**src/rtl/mac_acr_file_pkg.sv**
```systemverilog
// Shared constants for the MAC accumulator register file: geometry, RF access-part encodings
// and mac_flags_o bit positions.
package mac_acr_file_pkg;

    localparam int unsigned NumAcr = 4;
    localparam int unsigned AcrW   = 40;
    localparam int unsigned RfW    = 16;
    localparam int unsigned SelW   = 2;

    // Read parts use RNDSAT for 2'b11, write parts use HILOAD for the same code.
    localparam logic [1:0] ACR_PART_LOW    = 2'b00;
    localparam logic [1:0] ACR_PART_HIGH   = 2'b01;
    localparam logic [1:0] ACR_PART_GUARD  = 2'b10;
    localparam logic [1:0] ACR_PART_RNDSAT = 2'b11;
    localparam logic [1:0] ACR_PART_HILOAD = 2'b11;

    localparam int unsigned FlagZ = 3;
    localparam int unsigned FlagN = 2;
    localparam int unsigned FlagV = 1;
    localparam int unsigned FlagS = 0;

endpackage

```
**src/rtl/acr_rnd_sat16.sv**
```systemverilog
// Combinational round-and-saturate: rounds acc_i[39:16] on bit 15 and clamps the result into
// the signed 16-bit range.
module acr_rnd_sat16
    import mac_acr_file_pkg::*;
(
    input  logic [AcrW-1:0] acc_i,
    output logic [RfW-1:0]  data_o,
    output logic            sat_o
);

    logic signed [24:0] rnd;

    always_comb begin
        // 25 bits hold the 24-bit high part plus the round carry without overflow.
        rnd    = $signed({acc_i[39], acc_i[39:16]}) + $signed({24'd0, acc_i[15]});
        data_o = rnd[15:0];
        sat_o  = 1'b0;
        if (rnd > 25'sd32767) begin
            data_o = 16'h7FFF;
            sat_o  = 1'b1;
        end else if (rnd < -25'sd32768) begin
            data_o = 16'h8000;
            sat_o  = 1'b1;
        end
    end

endmodule

```
**src/rtl/mac_acr_file.sv**
```systemverilog
// Accumulator register bank between the MAC datapath and the 16-bit register file, with
// partial RF access, registered round+sat readout, sticky overflow and last-result flags.
module mac_acr_file
    import mac_acr_file_pkg::*;
(
    input  logic              clk_i,
    input  logic              reset_i,
    input  logic [SelW-1:0]   acr_rda_sel_i,
    input  logic [SelW-1:0]   acr_rdb_sel_i,
    output logic [AcrW-1:0]   mac_operanda_o,
    output logic [AcrW-1:0]   mac_operandb_o,
    input  logic              acr_we_i,
    input  logic [SelW-1:0]   acr_wsel_i,
    input  logic [AcrW-1:0]   mac_result_i,
    input  logic              sat_flag_i,
    input  logic              scale_overflow_i,
    input  logic              add_pos_overflow_i,
    input  logic              add_neg_overflow_i,
    input  logic              rf_wr_en_i,
    input  logic [SelW-1:0]   rf_wr_sel_i,
    input  logic [1:0]        rf_wr_part_i,
    input  logic [RfW-1:0]    rf_wr_data_i,
    input  logic              rf_rd_req_i,
    input  logic [SelW-1:0]   rf_rd_sel_i,
    input  logic [1:0]        rf_rd_part_i,
    output logic [RfW-1:0]    rf_rd_data_o,
    output logic              rf_rd_valid_o,
    output logic              rf_rd_sat_o,
    output logic [NumAcr-1:0] acr_ovf_o,
    input  logic              flag_clr_i,
    output logic [3:0]        mac_flags_o,
    output logic              wr_conflict_o
);

    logic [AcrW-1:0]   acr_q [NumAcr];
    logic [AcrW-1:0]   acr_d [NumAcr];
    logic [NumAcr-1:0] ovf_q, ovf_d;
    logic [3:0]        flags_q, flags_d;
    logic [RfW-1:0]    rd_data_q, rd_data_d;
    logic              rd_valid_q, rd_sat_q, rd_sat_d;
    logic              conflict, mac_status;
    logic [AcrW-1:0]   rd_src;
    logic [RfW-1:0]    rnd_data;
    logic              rnd_sat;

    assign mac_operanda_o = acr_q[acr_rda_sel_i];
    assign mac_operandb_o = acr_q[acr_rdb_sel_i];

    assign conflict   = acr_we_i && rf_wr_en_i && (acr_wsel_i == rf_wr_sel_i);
    assign mac_status = sat_flag_i | scale_overflow_i | add_pos_overflow_i | add_neg_overflow_i;

    // Held low during reset so the pulse never escapes while the bank is being cleared.
    assign wr_conflict_o = conflict && reset_i;

    always_comb begin
        acr_d = acr_q;
        if (rf_wr_en_i && !conflict) begin
            case (rf_wr_part_i)
                ACR_PART_LOW:    acr_d[rf_wr_sel_i][15:0]  = rf_wr_data_i;
                ACR_PART_HIGH:   acr_d[rf_wr_sel_i][31:16] = rf_wr_data_i;
                ACR_PART_GUARD:  acr_d[rf_wr_sel_i][39:32] = rf_wr_data_i[7:0];
                ACR_PART_HILOAD: acr_d[rf_wr_sel_i] = {{8{rf_wr_data_i[15]}}, rf_wr_data_i, 16'h0};
            endcase
        end
        if (acr_we_i) begin
            acr_d[acr_wsel_i] = mac_result_i;
        end
    end

    always_comb begin
        ovf_d   = flag_clr_i ? '0 : ovf_q;
        flags_d = flags_q;
        if (acr_we_i) begin
            if (mac_status) begin
                ovf_d[acr_wsel_i] = 1'b1;
            end
            flags_d[FlagZ] = (mac_result_i == '0);
            flags_d[FlagN] = mac_result_i[AcrW-1];
            flags_d[FlagV] = add_pos_overflow_i | add_neg_overflow_i;
            flags_d[FlagS] = sat_flag_i;
        end
    end

    assign rd_src = acr_q[rf_rd_sel_i];

    acr_rnd_sat16 u_rnd_sat (
        .acc_i  (rd_src),
        .data_o (rnd_data),
        .sat_o  (rnd_sat)
    );

    always_comb begin
        rd_data_d = rd_data_q;
        rd_sat_d  = 1'b0;
        if (rf_rd_req_i) begin
            case (rf_rd_part_i)
                ACR_PART_LOW:    rd_data_d = rd_src[15:0];
                ACR_PART_HIGH:   rd_data_d = rd_src[31:16];
                ACR_PART_GUARD:  rd_data_d = {{8{rd_src[39]}}, rd_src[39:32]};
                ACR_PART_RNDSAT: begin
                    rd_data_d = rnd_data;
                    rd_sat_d  = rnd_sat;
                end
            endcase
        end
    end

    always_ff @(posedge clk_i or negedge reset_i) begin
        if (!reset_i) begin
            for (int i = 0; i < NumAcr; i++) begin
                acr_q[i] <= '0;
            end
            ovf_q      <= '0;
            flags_q    <= '0;
            rd_data_q  <= '0;
            rd_valid_q <= 1'b0;
            rd_sat_q   <= 1'b0;
        end else begin
            acr_q      <= acr_d;
            ovf_q      <= ovf_d;
            flags_q    <= flags_d;
            rd_data_q  <= rd_data_d;
            rd_valid_q <= rf_rd_req_i;
            rd_sat_q   <= rd_sat_d;
        end
    end

    assign rf_rd_data_o  = rd_data_q;
    assign rf_rd_valid_o = rd_valid_q;
    assign rf_rd_sat_o   = rd_sat_q;
    assign acr_ovf_o     = ovf_q;
    assign mac_flags_o   = flags_q;

endmodule

```
**config.mk**
```make
export PLATFORM = sky130hd
export DESIGN_NAME = mac_acr_file
export DESIGN_NICKNAME = d
export VERILOG_FILES = /design/src/rtl/mac_acr_file_pkg.sv /design/src/rtl/acr_rnd_sat16.sv /design/src/rtl/mac_acr_file.sv
export SDC_FILE = /design/constraint.sdc
export NUM_CORES = 1
export LEC_CHECK = 0
export CAP_MARGIN = 25
export CELL_PAD_IN_SITES_DETAIL_PLACEMENT = 0
export CELL_PAD_IN_SITES_GLOBAL_PLACEMENT = 1
export CORE_MARGIN = 2
export CORE_UTILIZATION = 43
export CTS_CLUSTER_SIZE = 8
export DETAILED_ROUTE_END_ITERATION = 8
export PLACE_DENSITY = 0.79
export SLEW_MARGIN = 20
export SYNTH_ARGS = -nofsm -noshare
export SYNTH_HDL_FRONTEND = slang
export SYNTH_SLANG_ARGS = --single-unit
```
**constraint.sdc**
```tcl
create_clock -name clk_i -period 3.91 [get_ports clk_i]
set_input_delay 0.5865 -clock clk_i [delete_from_list [all_inputs] [get_ports clk_i]]
set_output_delay 0.5865 -clock clk_i [all_outputs]
set_load 0.02 [all_outputs]
```
# Word level (Yosys, flattened, before mapping)
# Index checks and enable logic that the tools add are counted.
# word_totals
ff_bits	186
input_bits	80
output_inout_bits	107
wordCells	88
# op_classes
add_sub_neg	1
n_lt_le_gt_ge	11
eq_ne	7
n_mux	39
n_bitwise	10
reduce_logical	11
# op_table
operator	count
160-bit bitwise mux	5
160-bit case mux with 4 select lines	1
40-bit demux with 2-bit select	5
40-bit 2-to-1 mux	9
160-bit 2-to-1 mux	2
40-bit binary-select mux with 2-bit select	3
16-bit case mux with 4 select lines	1
16-bit 2-to-1 mux	3
40-bit zero test	1
32-bit 2-to-1 mux	1
24-bit by 2-bit adder with 25-bit output	1
25-bit by 16-bit greater-than comparator with 1-bit output (second input constant)	1
25-bit by 16-bit less-than comparator with 1-bit output (second input constant)	1
3-bit greater-or-equal comparator (second input constant)	5
2-bit NOT with 3-bit output	5
4-bit 2-to-1 mux	3
2-bit equality test (second input constant)	4
1-bit logical AND	7
3-bit by 1-bit less-than comparator with 1-bit output (second input constant)	2
1-bit 2-to-1 mux	5
2-bit by 1-bit equality test with 1-bit output (second input constant)	2
2-bit zero test	2
1-bit bitwise OR	4
4-bit bitwise OR	1
5 further kinds	5

# Logic depth before layout (Yosys ltp)
# Gate-level depths: netlist of the first run.
# depth
depth_word	10
depth_mapped	16
depth_no_buf	12

# Cells and area by module
# A second synthesis of the first run with hierarchy kept.
# hier_totals
hier_cells	1206
area_unflattened_um2	13238.9
# modules_own_cells
mod	n_inst	cells_each	area_each_um2	seq_area_each_um2
mac_acr_file	1	1107	12493.2	4654.5
acr_rnd_sat16	1	99	745.7	0.0

# Worst setup path after synthesis of the first run
# No wires, ideal clock.
# synth_timing
path_type	input to register
startpoint	input port rf_rd_sel_i[0]
endpoint	register rd_data_q[11], in the netlist rf_rd_data_o[11]
setup_time_ns	0.128
arrival_time_ns	4.230
t_required_ns	3.782
path_slack_ns	-0.449
cell_stages	16
n_path_buf	5
path_cell_list	buf_6 > buf_12 > buf_8 > buf_1 > buf_1 > nor2_1 > a21oi_1 > ha_1 > and2_1 > nand4_1 > or4_1 > a211oi_2 > a41oi_2 > a21oi_1 > o21a_2 > a31oi_1
# synth_via
elab_chain_len	9
word_cells_on_any_way	10
cone_classes	add/sub (1); order compare (2); mux (6); bitwise (1)
# synth_lines
element	line	rtl
start, declared	mac_acr_file.sv:24	input logic [SelW-1:0] rf_rd_sel_i,
2-bit NOT with 3-bit output (implied by the code) *	mac_acr_file.sv:84	assign rd_src = acr_q[rf_rd_sel_i];
40-bit binary-select mux with 2-bit select *	mac_acr_file.sv:84	
40-bit 2-to-1 mux (implied by the code) * (2 in series)	mac_acr_file.sv:84	
24-bit by 2-bit adder with 25-bit output	acr_rnd_sat16.sv:15	rnd = $signed({acc_i[39], acc_i[39:16]}) + $signed({24'd0, acc_i[15]});
25-bit by 16-bit less-than comparator with 1-bit output	acr_rnd_sat16.sv:21	end else if (rnd < -25'sd32768) begin
16-bit 2-to-1 mux	acr_rnd_sat16.sv:21	
16-bit 2-to-1 mux	acr_rnd_sat16.sv:18	if (rnd > 25'sd32767) begin
16-bit case mux with 4 select lines *	mac_acr_file.sv:96	case (rf_rd_part_i)
end signal, assigned	mac_acr_file.sv:122	rd_data_q <= rd_data_d;
end, declared	mac_acr_file.sv:39	logic [RfW-1:0] rd_data_q, rd_data_d;
# Mark *: on every way between the ends. The rest lies on a longest branch, timed or not. The select of a mux whose other input is x is not followed.
# A chain may end at the register's enable or synchronous reset.

# Worst setup path after layout of the first run
# layout_timing
startpoint	register acr_q[135] (netlist name)
endpoint	register rd_data_q[8], in the netlist rf_rd_data_o[8]
# layout_via
elab_chain_len	8
word_cells_on_any_way	9
cone_classes	add/sub (1); order compare (2); mux (6)
# layout_lines
element	line	rtl
start, declared	mac_acr_file.sv:35	logic [AcrW-1:0] acr_q [NumAcr];
start signal, assigned	mac_acr_file.sv:119	acr_q <= acr_d;
40-bit binary-select mux with 2-bit select *	mac_acr_file.sv:84	
40-bit 2-to-1 mux (implied by the code) * (2 in series)	mac_acr_file.sv:84	
24-bit by 2-bit adder with 25-bit output *	acr_rnd_sat16.sv:15	
25-bit by 16-bit less-than comparator with 1-bit output	acr_rnd_sat16.sv:21	
16-bit 2-to-1 mux	acr_rnd_sat16.sv:21	
16-bit 2-to-1 mux *	acr_rnd_sat16.sv:18	
16-bit case mux with 4 select lines *	mac_acr_file.sv:96	
# Marked as above.

==> results of run 1 <==
[registers in the layout, indices dropped and copies added (netlist names)]
name / cells
mac_flags_o: 4
acr_q: 160
rf_rd_data_o: 16
rf_rd_valid_o: 1
acr_ovf_o: 4
rf_rd_sat_o: 1
[cell usage in the layout, fill, tap and decap left out, types with 7 or more instances in the layout]
master           count
a21oi_1             68
a22oi_1              7
a31oi_1             18
and2_1              16
buf_4               54
clkbuf_16           17
clkdlybuf4s50_1    179
dfrtp_1            186
inv_1               21
mux2i_1            100
mux4_2             115
nand2_1            205
nand3_1             11
nand4_1              8
nor2_1              87
nor3_1              13
nor4_1              10
o21ai_0            179
o22ai_1             15
[area by class of cell]
class | count | area, um^2
inverter | 21 | 78.8
clock buffer | 17 | 425
clock inverter | 14 | 155
timing repair buffer | 245 | 2340
sequential | 186 | 4650
fill | 2585 | 13200
multi-input combinational | 942 | 7450
tap | 384 | 480
[where the power goes]
group / leakage [nW] / internal (mW) / switching [mW] / total, mW
clock network: 0.275 / 0.903 / 0.877 / 1.78
registers: 2.30 / 2.27 / 0.367 / 2.63
logic: 3.78 / 1.25 / 1.27 / 2.53
total: 6.35 / 4.42 / 2.52 / 6.94
[worst max-delay path, stage by stage (launching register included)]
cell and delay [ns]:
dfrtp_1 0.42, mux4_2 0.50, ha_1 0.23, nor2b_1 0.14, o2bb2ai_1 0.22, and3_4 0.26, a31oi_4 0.17, o22ai_1 0.12
or4b_4 0.56, o31ai_4 0.38, a31oi_1 0.15, a31oi_1 0.21
[worst max path at each step]
| stage | start | to | slack, ns |
|---|---|---|---|
| 2_1_floorplan | rf_rd_sel_i[0] | rf_rd_data_o[6]$_DFFE_PN0P_ | 0.003 |
| 3_3_place_gp | rf_rd_sel_i[0] | rf_rd_data_o[8]$_DFFE_PN0P_ | 0.19 |
| 3_5_place_dp | rf_rd_sel_i[0] | rf_rd_data_o[12]$_DFFE_PN0P_ | 0.1 |
| 4_1_cts | acr_q[136]$_DFF_PN0_ | rf_rd_data_o[8]$_DFFE_PN0P_ | 0.50 |
| 5_1_grt | acr_q[96]$_DFF_PN0_ | rf_rd_data_o[8]$_DFFE_PN0P_ | 0.30 |
| 6_report | acr_q[135]$_DFF_PN0_ | rf_rd_data_o[8]$_DFFE_PN0P_ | 0.47 |
[kinds of logic (layout without fill, tap and decap cells)]
family,Yosys count,count (layout),synth area share
xor gates and xnor gates,9,9,0.00625
buffers and inverters,125,297,0.0413
DFF,186,186,0.369
adders and majority gates,2,2,0.00198
and+or+nand+nor,389,389,0.139
AOI/OAI and AO/OA,318,318,0.145
muxes,224,224,0.297
[metal layers]
layer	up-vias	wire [um]	track usage	part of all wire
met3	92	4370	0.0693	0.095
met5	-	13	0	0.00028
met4	2	1400	0.0972	0.030
met1	5566	18500	0.416	0.40
met2	619	21600	0.484	0.47
li1	4968	-	-	-
==> summary.md, run 1 <==
| Metric | Value |
|---|---|
| Total power | `6.94 mW` |
| Fin crit period | `3.44 ns` |
| Status | `finished, violations left` |
| Post-synth EDFFs | `0` |
| Reg clk slew, reported paths | `0.08 ns` |
| Vias in the first global route | `11300` |
| Failing checks | `negative hold slack` |
| Hold crit path type | `input port to asynchronous set/reset pin` |
| Share of post-route cells with drive strength above 1 | `0.170` |
| Synth Flop Type | `dfrtp_1` |
| R2r startpoint | `acr_q[135]$_DFF_PN0_` |
| Post-place setup slack | `0.0967 ns` |
| Most frequent cell after synthesis | `nand2_1` |
| # diodes | `0` |
| Setup CP Type | `register to register` |
| Synth top area cells | `dfrtp_1 (37%), mux4_2 (21%), mux2i_1 (7.9%)` |
| Post-DRT Antenna Nets | `0` |
| Mapped Avg Cell Area | `10.1 um^2` |
| PD cells | `445 mW/mm^2` |
| Slack of the worst reg-to-reg path | `0.47 ns` |
| Worst Setup Start Kind | `register` |
| Gr ovfl total | `0` |
| Core area | `0.0288 mm^2` |
| Worst r2r dst | `rf_rd_data_o[8]$_DFFE_PN0P_` |
| Slew margin rel. | `0.339` |
| WP data arrival | `3.81 ns` |
| H-tree depth | `4` |
| HPWL Detailed | `32300 um` |
| Die area | `0.0307 mm^2` |
| Hold Fails Final Rpt | `1` |
| VDD IR max | `287 uV` |
| Netlist cell types | `66` |
| Initial Util | `0.438` |
| Clk Latency, worst-skew pair | `0.44 ns` |
| Final core occ | `0.542` |
| Worst Hold Slack | `-0.00134 ns` |
| Root Buffer Master | `clkbuf_16` |
| Setup ws final | `0.467 ns` |
| CTS tree | `built` |
| Overall Global Routing Usage | `0.304` |
| Final nets | `1495` |
| Synth async-reset ratio | `1.00` |
| Placed Area | `0.0150 mm^2` |
| CTS Buf Count | `17` |
| Crit end category | `register` |
| GP Congestion | `0.955` |
| Max Slew Vio Count | `0` |
| Postcts setup bufs | `0` |
| Die W | `175 um` |
| Die height | `175 um` |
| Final Cycle Share | `0.881` |
| Top fanout value on the critical path | `7` |
| DRT iter0 DRCs | `1243` |
| Commonest cells post-synth | `nand2_1 (205), dfrtp_1 (186), o21ai_0 (179)` |
| Wire length per cell | `25.3 um` |
| PostCTS Resize Cnt | `0` |
| Initial antenna violation count | `1` |
| Largest net degree at the start of global routing | `73` |
| CTS Buffer Depth | `2` |
| Worst-margin pin slew | `0.985 ns` |
| Setup_tns | `0 ns` |
| Part of the Yosys area used for sequential elements | `0.369` |
| Yosys top cell by area | `dfrtp_1` |
| Port bufs | `186` |
| Yosys Warn Count | `0` |
| Fin Clk Skew | `0.0140 ns` |
| Dpl cells | `1778` |
| Area delta synth->final | `23.6%` |
| Cell Area, Synth | `0.0126 mm^2` |
| Total iterations of the first detailed-routing run | `5` |
| MaxCap Viol Count | `0` |
| Finish-stage setup viols | `0` |
| Critical Path RT | `4.27 ns` |
| Lkg Pwr | `6.35 nW` |
| Synth Instances | `1253` |
| # DRC | `0` |
| Site Rows | `62` |
| Register bit total from synthesis | `186` |
| Routed vias | `11200` |
| I/O pin total | `187` |
| Post-route cell area | `0.0156 mm^2` |
| Syn nets | `1335` |
| First-pass GRT wire length | `70000 um` |
| Routed wire length | `45800 um` |
| Hold Buf Count CTS | `0` |
| Finished Layout Cells | `1809` |
| Worst reg-to-reg path cell count | `11` |
| Highest clock rate | `0.290 GHz` |
| Top cell type's share of synthesized area | `0.369` |
| Num Clock Sinks | `186` |
| Vias per cell | `6.22` |
| RSZ-0062 raised after global routing | `no` |
No activity file was read; power rests on OpenSTA's default activity.
==> run 2: changes to the inputs <==
--- a/config.mk
+++ b/config.mk
@@ -9,11 +9,12 @@
 export CELL_PAD_IN_SITES_DETAIL_PLACEMENT = 0
 export CELL_PAD_IN_SITES_GLOBAL_PLACEMENT = 1
 export CORE_MARGIN = 2
-export CORE_UTILIZATION = 43
+export CORE_UTILIZATION = 44
 export CTS_CLUSTER_SIZE = 8
 export DETAILED_ROUTE_END_ITERATION = 8
 export PLACE_DENSITY = 0.79
 export SLEW_MARGIN = 20
 export SYNTH_ARGS = -nofsm -noshare
 export SYNTH_HDL_FRONTEND = slang
+export SYNTH_HIERARCHICAL = 1
 export SYNTH_SLANG_ARGS = --single-unit
==> summary.md, run 2 <==
| Metric | Value |
|---|---|
| Most flops, register | `acr_q` |
| Core area | `0.0295 mm^2` |
| Num Clock Sinks | `186` |
| Slack of the worst reg-to-reg path | `0.38 ns` |
| Fin Clk Skew | `0.0173 ns` |
| Wire length per cell | `26.5 um` |
| Die W | `176 um` |
| Reg clk slew, reported paths | `0.09 ns` |
| Mapped Avg Cell Area | `10.9 um^2` |
| Worst-margin pin slew | `0.939 ns` |
| Share of post-route cells with drive strength above 1 | `0.186` |
| Total iterations of the first detailed-routing run | `5` |
| WP data arrival | `3.84 ns` |
| Die height | `176 um` |
| Post-DRT Antenna Nets | `0` |
| Largest net degree at the start of global routing | `70` |
| Worst Setup Start Kind | `register` |
| Hold Fails Final Rpt | `0` |
| Fin crit period | `3.53 ns` |
| # DRC | `0` |
| Vias in the first global route | `10900` |
| CTS Buf Count | `17` |
| Hold Buf Count CTS | `0` |
| Area delta synth->final | `21.9%` |
| # diodes | `0` |
| Setup_tns | `0 ns` |
| GP Congestion | `0.968` |
| Final Cycle Share | `0.902` |
| Cell Area, Synth | `0.0131 mm^2` |
| Synth Instances | `1199` |
| Final nets | `1422` |
| Postcts setup bufs | `0` |
| Placed Area | `0.0153 mm^2` |
| Initial antenna violation count | `0` |
| Routed wire length | `46300 um` |
| Lkg Pwr | `6.97 nW` |
| Worst r2r dst | `rf_rd_data_o[5]$_DFFE_PN0P_` |
| Crit path from | `acr_q[16]$_DFF_PN0_` |
| Highest clock rate | `0.284 GHz` |
| Max Slew Vio Count | `0` |
| Routed vias | `11000` |
| Port bufs | `186` |
| Clk Latency, worst-skew pair | `0.46 ns` |
| Crit end category | `register` |
| Vias per cell | `6.33` |
| Status | `finished clean` |
| Die area | `0.0311 mm^2` |
| I/O pin total | `187` |
| HPWL Detailed | `32500 um` |
| Initial Util | `0.444` |
| Yosys Warn Count | `6` |
| Fillers | `2627` |
| Critical Path RT | `4.22 ns` |
| Gr ovfl total | `0` |
| Max FFs per register | `160` |
| Overall Global Routing Usage | `0.302` |
| Syn nets | `1281` |
| Hold crit path type | `input port to asynchronous set/reset pin` |
| H-tree depth | `4` |
| Setup CP Type | `register to register` |
| Most frequent cells in the layout | `dfrtp_1 (186), clkdlybuf4s50_1 (179), nand2_1 (168)` |
| CTS tree | `built` |
| CTS Buffer Depth | `2` |
| Slew margin rel. | `0.374` |
| Most common cell after layout, fill and taps aside | `dfrtp_1` |
| Finish-stage setup viols | `0` |
| Post-route cell area | `0.0160 mm^2` |
| Top fanout value on the critical path | `13` |
| Total power | `7.23 mW` |
| PostCTS Resize Cnt | `0` |
| VDD IR max | `260 uV` |
| MaxCap Viol Count | `0` |
| Worst Hold Slack | `0.315 ns` |
| DRT iter0 DRCs | `1290` |
| Root Buffer Master | `clkbuf_16` |
| Worst reg-to-reg path cell count | `11` |
| RSZ-0062 raised after global routing | `no` |
| PD cells | `453 mW/mm^2` |
| Site Rows | `63` |
| First-pass GRT wire length | `70100 um` |
| R2r startpoint | `acr_q[16]$_DFF_PN0_` |
run 2: worst max-delay path: stages (launching register included):
cell and delay, ns:
dfrtp_1 0.46, mux4_2 0.51, ha_1 0.23, and4_1 0.28, and3_1 0.22, nand3_1 0.09, xor2_1 0.30, nor4_4 0.10
nor2_2 0.65, o21ai_1 0.16, a211oi_1 0.28, a211oi_1 0.08
run 2: power by group:
group	internal [mW]	leakage, nW	switching (mW)	total [mW]
Combinational	1.30	4.35	1.31	2.61
Clock	1.03	0.313	0.912	1.95
Sequential	2.26	2.30	0.413	2.68
Total	4.60	6.97	2.63	7.23
run 2: how the worst max path moves through the flow:
stage / end / slack (ns)
after floorplan: rf_rd_data_o[5]$_DFFE_PN0P_ / 0.01
after global placement: rf_rd_data_o[5]$_DFFE_PN0P_ / 0.13
after detailed placement: rf_rd_data_o[5]$_DFFE_PN0P_ / 0.06
after CTS: rf_rd_data_o[5]$_DFFE_PN0P_ / 0.47
after global routing: rf_rd_data_o[5]$_DFFE_PN0P_ / 0.23
final: rf_rd_data_o[5]$_DFFE_PN0P_ / 0.38
run 2: layer usage:
layer  part of all wire  vias up  GRT usage  routed length (um)
met5                  0        -          0                   0
met4              0.022        0     0.0888                 996
met3              0.072       68     0.0463                3320
met2               0.49      554      0.495               22700
met1               0.42     5599      0.419               19300
li1                   -     4820          -                   -
run 2: final cells by class:
class / instances / area (um^2) / area share
clock buffer: 20 / 467 / 0.0293
clock inverter: 12 / 174 / 0.0109
inverter: 26 / 97.6 / 0.00612
multi-input combinational: 874 / 7750 / 0.486
sequential: 186 / 4650 / 0.292
tap: 390 / 488 / 0.0306
timing repair buffer: 235 / 2320 / 0.145
run 2: per-stage QoR:
stage	util	setup WS, ns	cells
floorplan	-	0.0100	1199
global route	0.541	0.228	1743
global placement	0.519	0.135	1711
finish	0.541	0.384	1743
detailed placement	0.519	0.0614	1711
CTS	0.541	0.470	1743
==> run 3: changes to the inputs <==
--- a/config.mk
+++ b/config.mk
@@ -13,6 +13,7 @@
 export CTS_CLUSTER_SIZE = 8
 export DETAILED_ROUTE_END_ITERATION = 8
 export PLACE_DENSITY = 0.79
+export RECOVER_POWER = 25
 export SLEW_MARGIN = 20
 export SYNTH_ARGS = -nofsm -noshare
 export SYNTH_HDL_FRONTEND = slang
==> summary.md, run 3 (synthesis gave the netlist of run 2 again) <==
| Metric | Value |
|---|---|
| Worst Setup Start Kind | `register` |
| Clk Latency, worst-skew pair | `0.46 ns` |
| Post-DRT Antenna Nets | `0` |
| Status | `finished, violations left` |
| CTS tree | `built` |
| Die area | `0.0311 mm^2` |
| Hold Buf Count CTS | `0` |
| # diodes | `0` |
| I/O pin total | `187` |
| Worst-margin pin slew | `1.85 ns` |
| VDD IR max | `260 uV` |
| Most frequent cells in the layout | `dfrtp_1 (186), clkdlybuf4s50_1 (179), nand2_1 (168)` |
| Final Cycle Share | `0.899` |
| Comb power frac | `0.361` |
| Max Slew Vio Count | `134` |
| HPWL Detailed | `32500 um` |
| Psw | `2.63 mW` |
| Top fanout value on the critical path | `13` |
| Max FFs per register | `160` |
| Largest net degree at the start of global routing | `70` |
| Root Buffer Master | `clkbuf_16` |
| MaxCap Viol Count | `2` |
| Port bufs | `186` |
| Vias in the first global route | `10900` |
| Sw frac | `0.364` |
| # DRC | `0` |
| Critical-path top delay cell | `nor2_2` |
| RSZ-0062 raised after global routing | `no` |
| Levels on crit path | `11` |
| Die W | `176 um` |
| Fin Clk Skew | `0.0174 ns` |
| Routed vias | `11000` |
| Highest clock rate | `0.285 GHz` |
| Area delta synth->final | `21.8%` |
| First-pass GRT wire length | `70100 um` |
| Final core occ | `0.540` |
| WP data arrival | `3.82 ns` |
| Internal Dissipation | `4.60 mW` |
| Routed wire length | `46200 um` |
| CP peak stage delay | `0.64 ns` |
| H-tree depth | `4` |
| Wire length per cell | `26.5 um` |
| PostCTS Resize Cnt | `0` |
| Core area | `0.0295 mm^2` |
| Critical path's top delay family | `simple AND/OR/NAND/NOR gates` |
| Most common cell after layout, fill and taps aside | `dfrtp_1` |
| Fin crit period | `3.51 ns` |
| Lkg Pwr | `6.96 nW` |
| Failing checks | `max-capacitance violations, max-slew violations` |
| Reg clk slew, reported paths | `0.08 ns` |
| Setup_tns | `0 ns` |
| Num Clock Sinks | `186` |
| Worst path bufs/invs | `0` |
| Share of post-route cells with drive strength above 1 | `0.184` |
| Postcts setup bufs | `0` |
| Total iterations of the first detailed-routing run | `5` |
| Hold Fails Final Rpt | `0` |
| Most flops, register | `acr_q` |
| Critical path cell sequence | `mux4_2 -> ha_1 -> and4_1 -> and3_1 -> nand3_1 -> xor2_1 -> nor4_4 -> nor2_2 -> o21ai_1 -> a211oi_1 -> a211oi_1` |
| Clk pwr share | `0.269` |
| Sequential power share | `0.370` |
| CTS Buf Count | `17` |
| DRT iter0 DRCs | `1255` |
| Die height | `176 um` |
| Final nets | `1422` |
| Vias per cell | `6.32` |
| Initial antenna violation count | `0` |
| Site Rows | `63` |
| Gr ovfl total | `0` |
| Hold crit path type | `register to register` |
| Initial Util | `0.444` |
| GP Congestion | `0.968` |
| CTS Buffer Depth | `2` |
| Crit end category | `register` |
| Finish-stage setup viols | `0` |
| Cell mode on critical path | `a211oi_1` |
| Setup CP Type | `register to register` |
| Worst reg-to-reg path cell count | `11` |
| PD cells | `454 mW/mm^2` |
| Hold path cells | `1` |
| Overall Global Routing Usage | `0.302` |
| Critical Path RT | `4.22 ns` |
| Slew margin rel. | `-0.237` |
## run 3: changes by cell type in the layout (fill, tap and decap cells not counted), sizes merged
cell and change:
clkbuf +4, buf -4
## run 3: area by class of cell
| class | instances | area, um^2 |
|---|---|---|
| clock buffers | 20 | 467 |
| clock inverters | 12 | 174 |
| fillers | 2628 | 13500 |
| inverters | 26 | 97.6 |
| multi-input cells | 874 | 7750 |
| flip-flops and latches | 186 | 4650 |
| well taps | 390 | 488 |
| repair buffers | 235 | 2300 |
## run 3: final timing paths
path / startpoint / to / slack [ns]
min in group asynchronous: reset_i / acr_q[35]$_DFF_PN0_ / 0.77
setup reg to reg: acr_q[15]$_DFF_PN0_ / rf_rd_data_o[5]$_DFFE_PN0P_ / 0.40
hold / removal: mac_flags_o[2]$_DFFE_PN0P_ / mac_flags_o[2]$_DFFE_PN0P_ / 0.52
hold reg to reg: mac_flags_o[2]$_DFFE_PN0P_ / mac_flags_o[2]$_DFFE_PN0P_ / 0.52
max in group asynchronous: reset_i / acr_q[139]$_DFF_PN0_ / 1.54
setup / recovery: acr_q[15]$_DFF_PN0_ / rf_rd_data_o[5]$_DFFE_PN0P_ / 0.40
## run 3: worst reg2reg max path, cell delays in order (launching register included)
cell      delay, ns
dfrtp_1        0.45
mux4_2         0.51
ha_1           0.25
and4_1         0.28
and3_1         0.22
nand3_1        0.09
xor2_1         0.30
nor4_4         0.10
nor2_2         0.64
o21ai_1        0.16
a211oi_1       0.28
a211oi_1       0.08
## run 3: through the flow
stage	hold slack, ns	instance area (um^2)	power (mW)	std cells	setup slack, ns
finish	0.522	15900	7.23	1743	0.395
global route	0.543	15900	7.51	1743	0.227
CTS	0.369	16000	7.21	1743	0.470
detailed placement	0.506	15300	5.29	1711	0.0614
global placement	0.498	15300	5.26	1711	0.135
floorplan	0.291	13100	4.17	1199	0.0100
## run 3: layer usage
| layer | GRT usage | vias up | part of all wire |
|---|---|---|---|
| met5 | 0 | - | 0 |
| met4 | 0.0888 | 0 | 0.022 |
| met3 | 0.0463 | 68 | 0.071 |
| met2 | 0.495 | 566 | 0.49 |
| met1 | 0.419 | 5557 | 0.42 |
| li1 | - | 4824 | - |
## run 3: power by group through the flow
stage / registers [mW] / clock network [mW] / logic [mW]
finish: 2.67 / 1.95 / 2.61
global route: 2.72 / 2.02 / 2.77
CTS: 2.66 / 1.95 / 2.61
detailed placement: 2.70 / 0 / 2.59
global placement: 2.69 / 0 / 2.57
floorplan: 2.57 / 0 / 1.60
